$ cat src/rtl/no_samples_in.sv
// Input-side sample counter for the FFT. It accepts one frame of NUM_SAMPLES samples over
// valid/ready, writes each sample into the input buffer, and holds input_done until frame_ack.
module no_samples_in #(
  parameter int SAMPLE_WIDTH = 16,
  parameter int NUM_SAMPLES  = 32,
  parameter int COUNT_WIDTH  = 6
) (
  input  logic                     clk,
  input  logic                     reset,
  input  logic                     input_ena,
  input  logic                     fft_busy,
  input  logic                     sample_valid,
  input  logic [SAMPLE_WIDTH-1:0]  sample_data,
  output logic                     sample_ready,
  output logic                     wr_en,
  output logic [COUNT_WIDTH-2:0]   wr_addr,
  output logic [SAMPLE_WIDTH-1:0]  wr_data,
  output logic                     input_strobe,
  output logic [COUNT_WIDTH-1:0]   samples_in_count_out,
  output logic                     input_done,
  input  logic                     frame_ack,
  output logic                     overrun
);

  typedef enum logic [1:0] {
    IDLE = 2'd0,
    LOAD = 2'd1,
    FULL = 2'd2
  } state_t;

  localparam logic [COUNT_WIDTH-1:0] FULL_COUNT = COUNT_WIDTH'(NUM_SAMPLES);

  state_t                 state;
  state_t                 state_next;
  logic [COUNT_WIDTH-1:0] count;
  logic [COUNT_WIDTH-1:0] count_inc;
  logic                   accept;

  assign count_inc            = count + COUNT_WIDTH'(1);
  assign sample_ready         = (state == LOAD) && input_ena && !fft_busy;
  assign accept               = sample_valid && sample_ready;
  assign input_done           = (state == FULL);
  assign samples_in_count_out = count;

  // NOTE: non-blocking (<=) for every register so all flops update together at the edge;
  // blocking assignments here would let later statements see half-updated state.
  always_ff @(posedge clk) begin
    if (reset) begin
      state <= IDLE;
    end else begin
      state <= state_next;
    end
  end

  // NOTE: state_next gets a default before the case so no path leaves it unassigned,
  // which would otherwise infer a latch.
  always_comb begin
    state_next = state;
    unique case (state)
      IDLE: begin
        if (input_ena) state_next = LOAD;
      end
      LOAD: begin
        // The accept that fills the frame moves to FULL on the same edge.
        if (accept && (count_inc == FULL_COUNT)) state_next = FULL;
      end
      FULL: begin
        if (frame_ack) state_next = input_ena ? LOAD : IDLE;
      end
      default: state_next = IDLE;
    endcase
  end

  always_ff @(posedge clk) begin
    if (reset) begin
      count        <= '0;
      wr_en        <= 1'b0;
      wr_addr      <= '0;
      wr_data      <= '0;
      input_strobe <= 1'b0;
      overrun      <= 1'b0;
    end else begin
      wr_en        <= accept;
      input_strobe <= accept;
      if (accept) begin
        wr_addr <= count[COUNT_WIDTH-2:0];
        wr_data <= sample_data;
        count   <= count_inc;
      end
      if (state == FULL) begin
        // An acknowledge takes priority over a simultaneous late sample.
        if (frame_ack) begin
          count   <= '0;
          overrun <= 1'b0;
        end else if (sample_valid) begin
          overrun <= 1'b1;
        end
      end
    end
  end

endmodule

$ cat config.mk
export PLATFORM = sky130hd
export DESIGN_NAME = no_samples_in
export DESIGN_NICKNAME = d
export VERILOG_FILES = /design/src/rtl/no_samples_in.sv
export SDC_FILE = /design/constraint.sdc
export NUM_CORES = 1
export LEC_CHECK = 0
export ABC_AREA = 1
export BUFFER_PORTS_ARGS = -buffer_cell sky130_fd_sc_hd__buf_2
export CAP_MARGIN = 10
export CORE_UTILIZATION = 28
export DETAILED_ROUTE_END_ITERATION = 16
export GPL_TIMING_DRIVEN = 0
export HOLD_SLACK_MARGIN = 0.02
export SLEW_MARGIN = 20
export SYNTH_ARGS = -nofsm -noshare
export SYNTH_HDL_FRONTEND = slang
export SYNTH_SLANG_ARGS = --single-unit
$ cat constraint.sdc
create_clock -name clk -period 2.1 [get_ports clk]
set_input_delay 0 -clock clk [delete_from_list [all_inputs] [get_ports clk]]
set_output_delay 0 -clock clk [all_outputs]
set_load 0.02 [all_outputs]
# Yosys cells after proc, flatten, opt, wreduce, memory -nomap -nowiden
# Cells that the tools add are included.
op_classes:
  addsub: 1
  n_eq_ne: 6
  mux: 10
  reduce_logical: 9
ops:
  columns: ["operator", "count"]
  rows:
  - ["$mux 6", 3]
  - ["$add 6x1->6 const B", 1]
  - ["$eq 6x6->1 const B", 1]
  - ["$mux 2", 3]
  - ["$pmux 2 s3", 1]
  - ["$logic_and 1x1->1", 4]
  - ["$ne 2x1->1 const B", 2]
  - ["$mux 1", 3]
  - ["$reduce_and 3->1", 1]
  - ["$eq 2x1->1 const B", 1]
  - ["$eq 2x2->1 const B", 1]
  - ["$logic_not 2->1", 1]
  - ["$ne 2x2->1 const B", 1]
  - ["$reduce_and 2->1", 1]
  - ["$reduce_bool 2->1", 1]
  - ["$logic_not 1->1", 1]
word_totals:
  reg_bits: 31
  input_bits: 22
  out_inout_bits: 32
  word_cells: 32

# Depth between registers and ports, before layout
# Gate-level depths: netlist (run 1).
depth:
  word_depth: 7
  mapped_depth: 10

# Worst setup path before layout (run 1)
# Ideal clock, no wire load.
synth_timing:
  kind: "reg2reg"
  start: "reg count[1], in the netlist samples_in_count_out[1]"
  end: "reg state[0]"
  setup_time_ns: 0.120
  arrival_ns: 1.272
  slack_ns: 0.708
  path_stages_with_launch: 11
  path_buffers: 0
  period_less_slack_ns: 1.392
  cell_sequence: "dfxtp_1 > ha_1 > inv_1 > nand2_1 > nand2_1 > nor2_1 > nand2_1 > nor2_1 > nand2_1 > nand2_1 > a21oi_1"
synth_via:
  elab_chain_cells: 5
synth_rtl:
  columns: ["element", "line_no", "text"]
  rows:
  - ["start, declared", "35", "logic [COUNT_WIDTH-1:0] count;"]
  - ["start signal, assigned", "88", "count <= count_inc;"]
  - ["$add 6x1->6", "39", "assign count_inc = count + COUNT_WIDTH'(1);"]
  - ["$eq 6x6->1", "65", "if (accept && (count_inc == FULL_COUNT)) state_next = FULL;"]
  - ["$logic_and 1x1->1", "65", null]
  - ["$ne 2x1->1 (no line)", null, null]
  - ["$reduce_and 3->1 (no line)", null, null]
  - ["end signal, assigned", "51", "state <= state_next;"]
  - ["end, declared", "33", "state_t state;"]
# Every way passes these cells.
# A chain may end at the register's enable or synchronous reset.

# Worst setup path in the final report (run 1)
layout_timing:
  start: "reg count[0], in the netlist samples_in_count_out[0]"
  end: "reg state[0]"
# The elaborated chain is that of the path after synthesis.

==> impl_metrics.tcl, run 1 <==
set metrics [dict create \
    status "finished, violations left" \
    violations "DRC" \
    clkTransAtPathRegs_ps 60 \
    io_buffer_count 53 \
    die_x_um 69.35 \
    dp_cells 272 \
    postSynthAreaPerCell_um2 7.605 \
    swShare 0.2316 \
    rsz0062_at_grt "no" \
    routed_wl_mm 3.171 \
    area_growth_pct 49.06 \
    tightestPinTransition_ps 409.6 \
    ys_ff_latch 31 \
    switching_power_uw 293.5 \
    slew_headroom 0.7269 \
    nets 270 \
    synthCells 167 \
    cts_sinks 31 \
    place_ws_ps 692.9 \
    finalWorstSetupSlack_ps 203.3 \
    clock_latency_ps 270 \
    dieArea_um2 4809 \
    grt_max_degree 11 \
    via_count 1298 \
    cp_data_required_time_ps 2260 \
    cts_inserted_buffers 5 \
    ys_warn_count 0 \
    seqPwrFrac 0.488 \
    power_frac_clock 0.398 \
    fillers 458 \
    pwr_density_cell_nw_per_um2 669.4 \
    die_y_um 69.35 \
    finalNonFillerCells 299 \
    finalHoldViolations 0 \
    synth-seq-area-share 0.4887 \
    grt_pass1_wl_mm 5.375 \
    critical_path_class "flop to flop" \
    synth_area_um2 1270 \
    holdWs_ps 108.5 \
    crit_arrival_ps 2060 \
    setup_tns_ps 0 \
    clockRootBuffer "clkbuf_8" \
    cts_max_level 2 \
    drt_iter0_drc 63 \
    start_kind "flop" \
    initial_core_util 0.2917 \
    worstHoldPathType "primary input to flop" \
    power_leakage_uw 0.0009596 \
    grt.total_usage 0.1402 \
    routabilityCongestion 0.7519 \
    antennaDiodeCount 0 \
    cts_buffer_depth 2 \
    max-vdd-ir-drop_uv 377.1 \
    layout_min_cycle_time_ps 1897 \
    cts_tree "done" \
    crit_path_end_kind "flop" \
    worst-path-max-fanout 7 \
    coreArea_um2 4354 \
    hpwlAfterDp_mm 2.190 \
    drive_gt1_frac 0.2955 \
    synth_cell_type_count 21 \
    gr-total-overflow 0 \
    crit_chain "ha_1 -> inv_1 -> nand2_1 -> nand2_1 -> nor2_1 -> nand2_1 -> nor2_1 -> nand2_1 -> nand2_1 -> a21oi_1 -> dlygate4sd3_1" \
    crit_slowest_cell "dlygate4sd3_1" \
    rows 24 \
    p_comb_frac 0.114 \
    setup_violations 0 \
    drv_cap 0 \
    synth_fp_nets 191 \
    cp_slowest_stage_delay_ps 550 \
    ant_nets 0 \
    post_drt_wl_per_cell_um 10.61 \
    crit_path_frequent_cell "nand2_1" \
    vias_per_cell 4.341 \
    grt_pass1_vias 1207 \
    ios 54 \
    p_int_uw 973.8 \
    antenna_found_initial 0 \
    finalMaxSlewViolations 0 \
    postCtsSetupBuffers 0 \
    drc 1 \
    timing.fmax_mhz 527.2 \
    fin_crit_sh 0.9032 \
    firstDrtPassIters 10 \
    layout_common_cells "buf_2 (55), nor2_1 (42), dfxtp_1 (29), o21ai_0 (22)" \
    skew_ps 4.396 \
    final_common_cell "buf_2" \
]
## cells in the mapped netlist
master    instances  area (µm²)
nor2_1           42       157.7
dfxtp_1          31       620.6
o21ai_0          22       110.1
nand2_1          19       71.32
inv_1            15       56.30
a21oi_1          12       60.06
a211oi_1          3       22.52
nand3_1           3       15.01
buf_2             2       10.01
buf_6             2       22.52
clkbuf_1          2       7.510
ha_1              2       25.02
inv_2             2       7.510
nand4_1           2       12.51
nor2_4            2       22.52
buf_4             1       7.510
buf_8             1       15.01
nand2_2           1       6.260
nor3_1            1       5.000
o211ai_1          1       7.510
o21bai_1          1       7.510
## final cells by class
class                           count  area, µm²  area share
Clock buffer                        8      100.1     0.05287
Inverter                           17      63.81     0.03371
Timing Repair Buffer               72      455.4      0.2406
Multi-Input combinational cell    111      523.0      0.2763
Tap cell                           52      65.06     0.03437
Buffer                              8      62.56     0.03305
Sequential cell                    31      623.1      0.3291
## through the flow
stage | power, µW | util | instance area [µm²]
2_1_floorplan | 698.2 | - | 1270
3_3_place_gp | 747.5 | 0.3675 | 1600
3_5_place_dp | 748.3 | 0.3675 | 1600
4_1_cts | 1295 | 0.4342 | 1891
5_1_grt | 1332 | 0.4348 | 1893
6_report | 1267 | 0.4348 | 1893
## worst max-delay path: cells and delay by family (launching register included)
| kind | cells | cell delay (ps) |
|---|---|---|
| buf+inv | 2 | 600 |
| compound gates | 1 | 50 |
| simple gates | 7 | 510 |
| fa+ha+maj | 1 | 230 |
| flops | 1 | 390 |
## kinds of logic (layout without fill, tap and decap cells)
logic type	count (synthesis)	in the layout	share of synthesized area
AOI/OAI and AO/OA	39	39	0.1636
adders and majority gates	2	2	0.01970
buffers and inverters	25	105	0.09951
DFF	31	31	0.4887
and+or+nand+nor	70	70	0.2286
## power groups by stage
stage / Clock, µW / Sequential, µW / Combinational (µW)
final: 504 / 619 / 145
after global routing: 551 / 621 / 161
after CTS: 531 / 618 / 146
after detailed placement: 0 / 631 / 117
after global placement: 0 / 631 / 117
after floorplan: 0 / 648 / 50.2
## registers in the layout (all words and copies together), names as in the netlist
name and cells:
wr_data 16, input_strobe 1, overrun 1, state 2
wr_addr 5, samples_in_count_out 6
## repair_timing
| item | CTS | global route |
|---|---|---|
| setup endpoints to repair | 0 | 1 |
| hold buffers | 19 | 0 |
| hold endpoints to repair | 19 | 0 |
| gates resized for setup | 0 | 2 |
## worst paths after layout
path         slack, ps        to                    start  cells past startpoint
max                200  state[0]  samples_in_count_out[0]                     11
min                110  state[1]                frame_ack                      4
max reg2reg        200  state[0]  samples_in_count_out[0]                     11
min reg2reg        450   overrun                  overrun                      2
## layer usage
layer / share of wire / track usage / up-vias
met5: 0 / 0 / -
met4: 0.0044 / 0.04762 / 0
met3: 0.044 / 0.05087 / 2
met2: 0.48 / 0.2255 / 27
met1: 0.47 / 0.1729 / 575
li1: - / - / 694
No activity file was read; power rests on OpenSTA's default activity.
==> run 2, diff against run 1 <==
--- a/config.mk
+++ b/config.mk
@@ -8,10 +8,13 @@
 export ABC_AREA = 1
 export BUFFER_PORTS_ARGS = -buffer_cell sky130_fd_sc_hd__buf_2
 export CAP_MARGIN = 10
+export CELL_PAD_IN_SITES_DETAIL_PLACEMENT = 0
+export CELL_PAD_IN_SITES_GLOBAL_PLACEMENT = 1
 export CORE_UTILIZATION = 28
 export DETAILED_ROUTE_END_ITERATION = 16
 export GPL_TIMING_DRIVEN = 0
 export HOLD_SLACK_MARGIN = 0.02
+export PLACE_DENSITY_LB_ADDON = 0.1
 export SLEW_MARGIN = 20
 export SYNTH_ARGS = -nofsm -noshare
 export SYNTH_HDL_FRONTEND = slang
==> run 2 against run 1 <==
  * Highest routed layer unchanged
  * First-iteration DRC count decreased by 41%
  * Die area unchanged
  * Worst setup slack improved by 12 ps
  * Largest power group unchanged
  * Critical path type unchanged
  * The run now ends clean
  * Cell area increased by 0.13%
  * Clock-buffer cell count unchanged
  * Combinational power about the same
  * Critical path depth unchanged
  * Sequential share of layout area about the same
  * Wire length increased by 4.7%
==> impl_metrics.tcl, run 2 (synthesized netlist as in run 1, its figures left out) <==
set metrics [dict create \
    finalMaxSlewViolations 0 \
    fillers 454 \
    antennaDiodeCount 0 \
    tightestPinTransition_ps 412.8 \
    skew_ps 7.543 \
    io_buffer_count 53 \
    largest_reg_flops 16 \
    cts_sinks 31 \
    p_int_uw 973.8 \
    regMostFlops "wr_data" \
    clockRootBuffer "clkbuf_8" \
    antenna_found_initial 0 \
    reg2reg_depth 11 \
    r2r-end "state[0]" \
    area_growth_pct 49.26 \
    routabilityCongestion 0.7491 \
    slew_headroom 0.7248 \
    critical_path_class "flop to flop" \
    dp_cells 272 \
    place_ws_ps 657.9 \
    grt_pass1_vias 1339 \
    routed_wl_mm 3.321 \
    drt_iter0_drc 37 \
    finalWorstSetupSlack_ps 215.4 \
    grt_max_degree 11 \
    hpwlAfterDp_mm 2.338 \
    p_comb_frac 0.113 \
    pwr_density_cell_nw_per_um2 674.6 \
    crit_arrival_ps 2060 \
    drv_cap 0 \
    initial_core_util 0.2917 \
    ios 54 \
    gr-total-overflow 0 \
    setup_tns_ps 0 \
    finalPower_uw 1279 \
    setup_violations 0 \
    power_leakage_uw 0.0009565 \
    fin_crit_sh 0.8975 \
    crit_path_end_kind "flop" \
    cp_data_required_time_ps 2270 \
    ant_nets 0 \
    grt.total_usage 0.1553 \
    postCtsSetupBuffers 0 \
    worstHoldPathType "primary input to flop" \
    timing.fmax_mhz 530.6 \
    nets 270 \
    crit_path_end "state[0]" \
    worst-path-max-fanout 7 \
    max-vdd-ir-drop_uv 315.8 \
    rsz0062_at_grt "no" \
    via_count 1342 \
    swShare 0.2385 \
    layout_min_cycle_time_ps 1885 \
    rows 24 \
    final_common_cell "buf_2" \
    die_y_um 69.35 \
    r2r-start "samples_in_count_out[0]" \
    seqPwrFrac 0.484 \
    crit_start "samples_in_count_out[0]" \
    firstDrtPassIters 4 \
    finalHoldViolations 0 \
    cts_inserted_buffers 5 \
    post_drt_wl_per_cell_um 11.11 \
    vias_per_cell 4.488 \
    grt_pass1_wl_mm 5.940 \
    finalNonFillerCells 299 \
    power_frac_clock 0.404 \
    start_kind "flop" \
    cts_buffer_depth 2 \
    clock_latency_ps 280 \
    die_x_um 69.35 \
    coreArea_um2 4354 \
    drc 0 \
    status "complete, no violations" \
    r2r_setup_slack_ps 220 \
    clkTransAtPathRegs_ps 70 \
    cts_tree "done" \
    layout_common_cells "buf_2 (55), nor2_1 (42), dfxtp_1 (29), o21ai_0 (22)" \
    cts_max_level 2 \
    switching_power_uw 305.0 \
    drive_gt1_frac 0.2996 \
    dieArea_um2 4809 \
]
run 2: changes by cell type in the layout (fill, tap and decap cells not counted):
cell	delta
ha_2	+1
ha_1	-1
run 2: stage by stage:
| step | hold slack [ps] | cell area, µm² | util |
|---|---|---|---|
| after floorplan | 69.07 | 1270 | - |
| after global placement | 200.8 | 1600 | 0.3675 |
| after detailed placement | 199.7 | 1600 | 0.3675 |
| after CTS | 87.32 | 1891 | 0.4342 |
| after global routing | 113.4 | 1896 | 0.4353 |
| final | 94.93 | 1896 | 0.4353 |
run 2: area by class of cell:
type                            count  area, µm²  area share
Timing Repair Buffer               72      455.4      0.2403
Buffer                              8      62.56     0.03300
Tap cell                           52      65.06     0.03432
Multi-Input combinational cell    111      525.5      0.2772
Clock buffer                        8      100.1     0.05281
Inverter                           17      63.81     0.03366
Sequential cell                    31      623.1      0.3287
run 2: how the worst min path moves through the flow:
stage	startpoint	end	cells after the start	slack, ps
finish	frame_ack	state[1]	4	90
global route	frame_ack	state[1]	4	110
CTS	frame_ack	state[1]	4	90
detailed placement	reset	state[0]	2	200
global placement	reset	state[0]	2	200
floorplan	reset	state[0]	1	70
run 2: worst max-delay path: stages, from the launching register on:
cell	delay, ps
dfxtp_2	390
ha_2	230
inv_1	50
nand2_1	50
nand2_1	60
nor2_1	90
nand2_1	50
nor2_1	90
nand2_1	90
nand2_1	70
a21oi_1	60
dlygate4sd3_1	560
run 2: timing repair:
action / in CTS / in global routing
hold buffers: 19 / 0
endpoints found under the hold margin: 19 / 0
resized for setup: 0 / 3
setup endpoints to repair: 0 / 1
run 2: power by group through the flow:
stage | sequential, µW | combinational (µW) | clock (µW)
2_1_floorplan | 648 | 50.2 | 0
3_3_place_gp | 631 | 116 | 0
3_5_place_dp | 631 | 117 | 0
4_1_cts | 618 | 145 | 536
5_1_grt | 621 | 160 | 566
6_report | 619 | 144 | 516
run 2: layer usage:
layer | wire, µm | GRT usage | part of all wire | vias to the layer above
met5 | 0 | 0 | 0 | -
met4 | 82 | 0.07483 | 0.025 | 0
met3 | 161 | 0.05233 | 0.048 | 8
met2 | 1578 | 0.2546 | 0.48 | 36
met1 | 1499 | 0.1809 | 0.45 | 606
li1 | - | - | - | 692
==> run 3, diff against run 2 <==
--- a/config.mk
+++ b/config.mk
@@ -12,6 +12,7 @@
 export CELL_PAD_IN_SITES_GLOBAL_PLACEMENT = 1
 export CORE_UTILIZATION = 28
 export DETAILED_ROUTE_END_ITERATION = 16
+export GPL_ROUTABILITY_DRIVEN = 0
 export GPL_TIMING_DRIVEN = 0
 export HOLD_SLACK_MARGIN = 0.02
 export PLACE_DENSITY_LB_ADDON = 0.1
==> constraint.sdc (replaced) <==
create_clock -name clk -period 2.1 [get_ports clk]
set_input_delay 0.315 -clock clk [delete_from_list [all_inputs] [get_ports clk]]
set_output_delay 0.315 -clock clk [all_outputs]
set_load 0.02 [all_outputs]
==> run 3 against run 2 <==
  * Sequential share of layout area is 3.6 points higher
  * Highest routed layer unchanged
  * Clock power hardly changed
  * Via count is 6.0% lower
  * Critical path type unchanged
  * Largest cell class unchanged
  * Sequential power hardly changed
  * Largest power group unchanged
==> impl_metrics.tcl, run 3 (synthesized netlist as in run 1, its figures left out) <==
set metrics [dict create \
    setup_tns_ps 0 \
    antenna_found_initial 0 \
    timing.fmax_mhz 703.6 \
    power_leakage_uw 0.0008778 \
    crit_arrival_ps 1600 \
    io_buffer_count 53 \
    finalHoldViolations 0 \
    post_drt_wl_per_cell_um 11.29 \
    largest_reg_flops 16 \
    swShare 0.2392 \
    layout_common_cells "buf_2 (55), nor2_1 (42), dfxtp_1 (31), o21ai_0 (22), nand2_1 (19)" \
    drt_iter0_drc 37 \
    slew_headroom 0.7231 \
    max-vdd-ir-drop_uv 311.3 \
    nets 251 \
    drc 0 \
    p_comb_frac 0.092 \
    grt_pass1_vias 1260 \
    place_ws_ps 657.9 \
    cts_sinks 31 \
    hpwlAfterDp_mm 2.338 \
    tightestPinTransition_ps 415.3 \
    crit_start "samples_in_count_out[0]" \
    cts_max_level 2 \
    cp_data_required_time_ps 2270 \
    fin_crit_sh 0.6768 \
    final_common_cell "buf_2" \
    ctsResizeCount 0 \
    via_count 1261 \
    min_from "reset" \
    start_kind "flop" \
    grt_max_degree 11 \
    finalMaxSlewViolations 0 \
    skew_ps 6.912 \
    initial_core_util 0.2917 \
    rsz0062_at_grt "no" \
    rows 24 \
    critical_path_class "flop to flop" \
    clockRootBuffer "clkbuf_8" \
    ant_nets 0 \
    seqPwrFrac 0.495 \
    status "complete, no violations" \
    area_growth_pct 33.89 \
    worstHoldPathType "primary input to flop" \
    route.met2.wl_mm 1.456 \
    layout_min_cycle_time_ps 1421 \
    power_frac_clock 0.412 \
    holdBufCountCts 0 \
    r2r-start "samples_in_count_out[0]" \
    die_y_um 69.35 \
    worst-path-max-fanout 7 \
    dieArea_um2 4809 \
    coreArea_um2 4354 \
    clkTransAtPathRegs_ps 70 \
    p_int_uw 949.5 \
    wl_met1_mm 1.438 \
    regMostFlops "wr_data" \
    vias_per_cell 4.504 \
    gr-total-overflow 0 \
    cts_buffer_depth 2 \
    switching_power_uw 298.5 \
    antennaDiodeCount 0 \
    cts_tree "done" \
    postCtsSetupBuffers 0 \
    setup_violations 0 \
    crit_path_end_kind "flop" \
    pwr_density_cell_nw_per_um2 734.0 \
    highest_layer "met4" \
    routed_wl_mm 3.160 \
    die_x_um 69.35 \
    drive_gt1_frac 0.3114 \
    grt_pass1_wl_mm 5.637 \
    ios 54 \
    grt.total_usage 0.1479 \
    finalWorstSetupSlack_ps 678.7 \
    clock_latency_ps 280 \
    wl_met3_um 183 \
    firstDrtPassIters 4 \
    drv_cap 0 \
    cts_inserted_buffers 5 \
]
-- run 3: final cells by class --
class	count	area [µm²]
buffer	8	62.56
clock buffer	8	100.1
fill	471	2654
inverter	17	63.81
multi-input combinational	111	523.0
sequential	31	620.6
tap	52	65.06
timing repair buffer	53	265.3
-- run 3: worst paths after layout --
| kind | endpoint | slack, ps | depth (start not counted) |
|---|---|---|---|
| setup / recovery | state[0] | 680 | 10 |
| hold / removal | state[0] | 210 | 2 |
| hold reg to reg | overrun | 440 | 2 |
| setup reg to reg | state[0] | 680 | 10 |
-- run 3: critical path: stages (launching register included) --
cell and delay, ps:
dfxtp_1 450, ha_1 260, inv_1 60, nand2_1 50
nand2_1 60, nor2_1 90, nand2_1 50, nor2_1 90
nand2_1 90, nand2_1 70, a21oi_1 50
-- run 3: power groups by stage --
stage                     combinational, µW  sequential, µW  clock, µW
after floorplan                        50.2             648          0
after global placement                  116             631          0
after detailed placement                117             631          0
after CTS                               118             618        536
after global routing                    129             621        566
final                                   115             618        515
-- run 3: per-layer routing --
| metal | GRT usage | up-vias |
|---|---|---|
| li1 | - | 653 |
| met1 | 0.1755 | 559 |
| met2 | 0.2352 | 40 |
| met3 | 0.05233 | 9 |
| met4 | 0.07483 | 0 |
| met5 | 0 | - |
-- run 3: metrics by stage --
step | instances | utilization | total power (µW) | hold slack (ps) | instance area [µm²]
6_report | 280 | 0.3905 | 1248 | 214.4 | 1700
5_1_grt | 280 | 0.3905 | 1316 | 212.3 | 1700
4_1_cts | 280 | 0.3905 | 1272 | 207.1 | 1700
3_5_place_dp | 272 | 0.3675 | 748.4 | 434.3 | 1600
3_3_place_gp | 272 | 0.3675 | 747.0 | 428.3 | 1600
2_1_floorplan | 167 | - | 698.2 | 384.1 | 1270
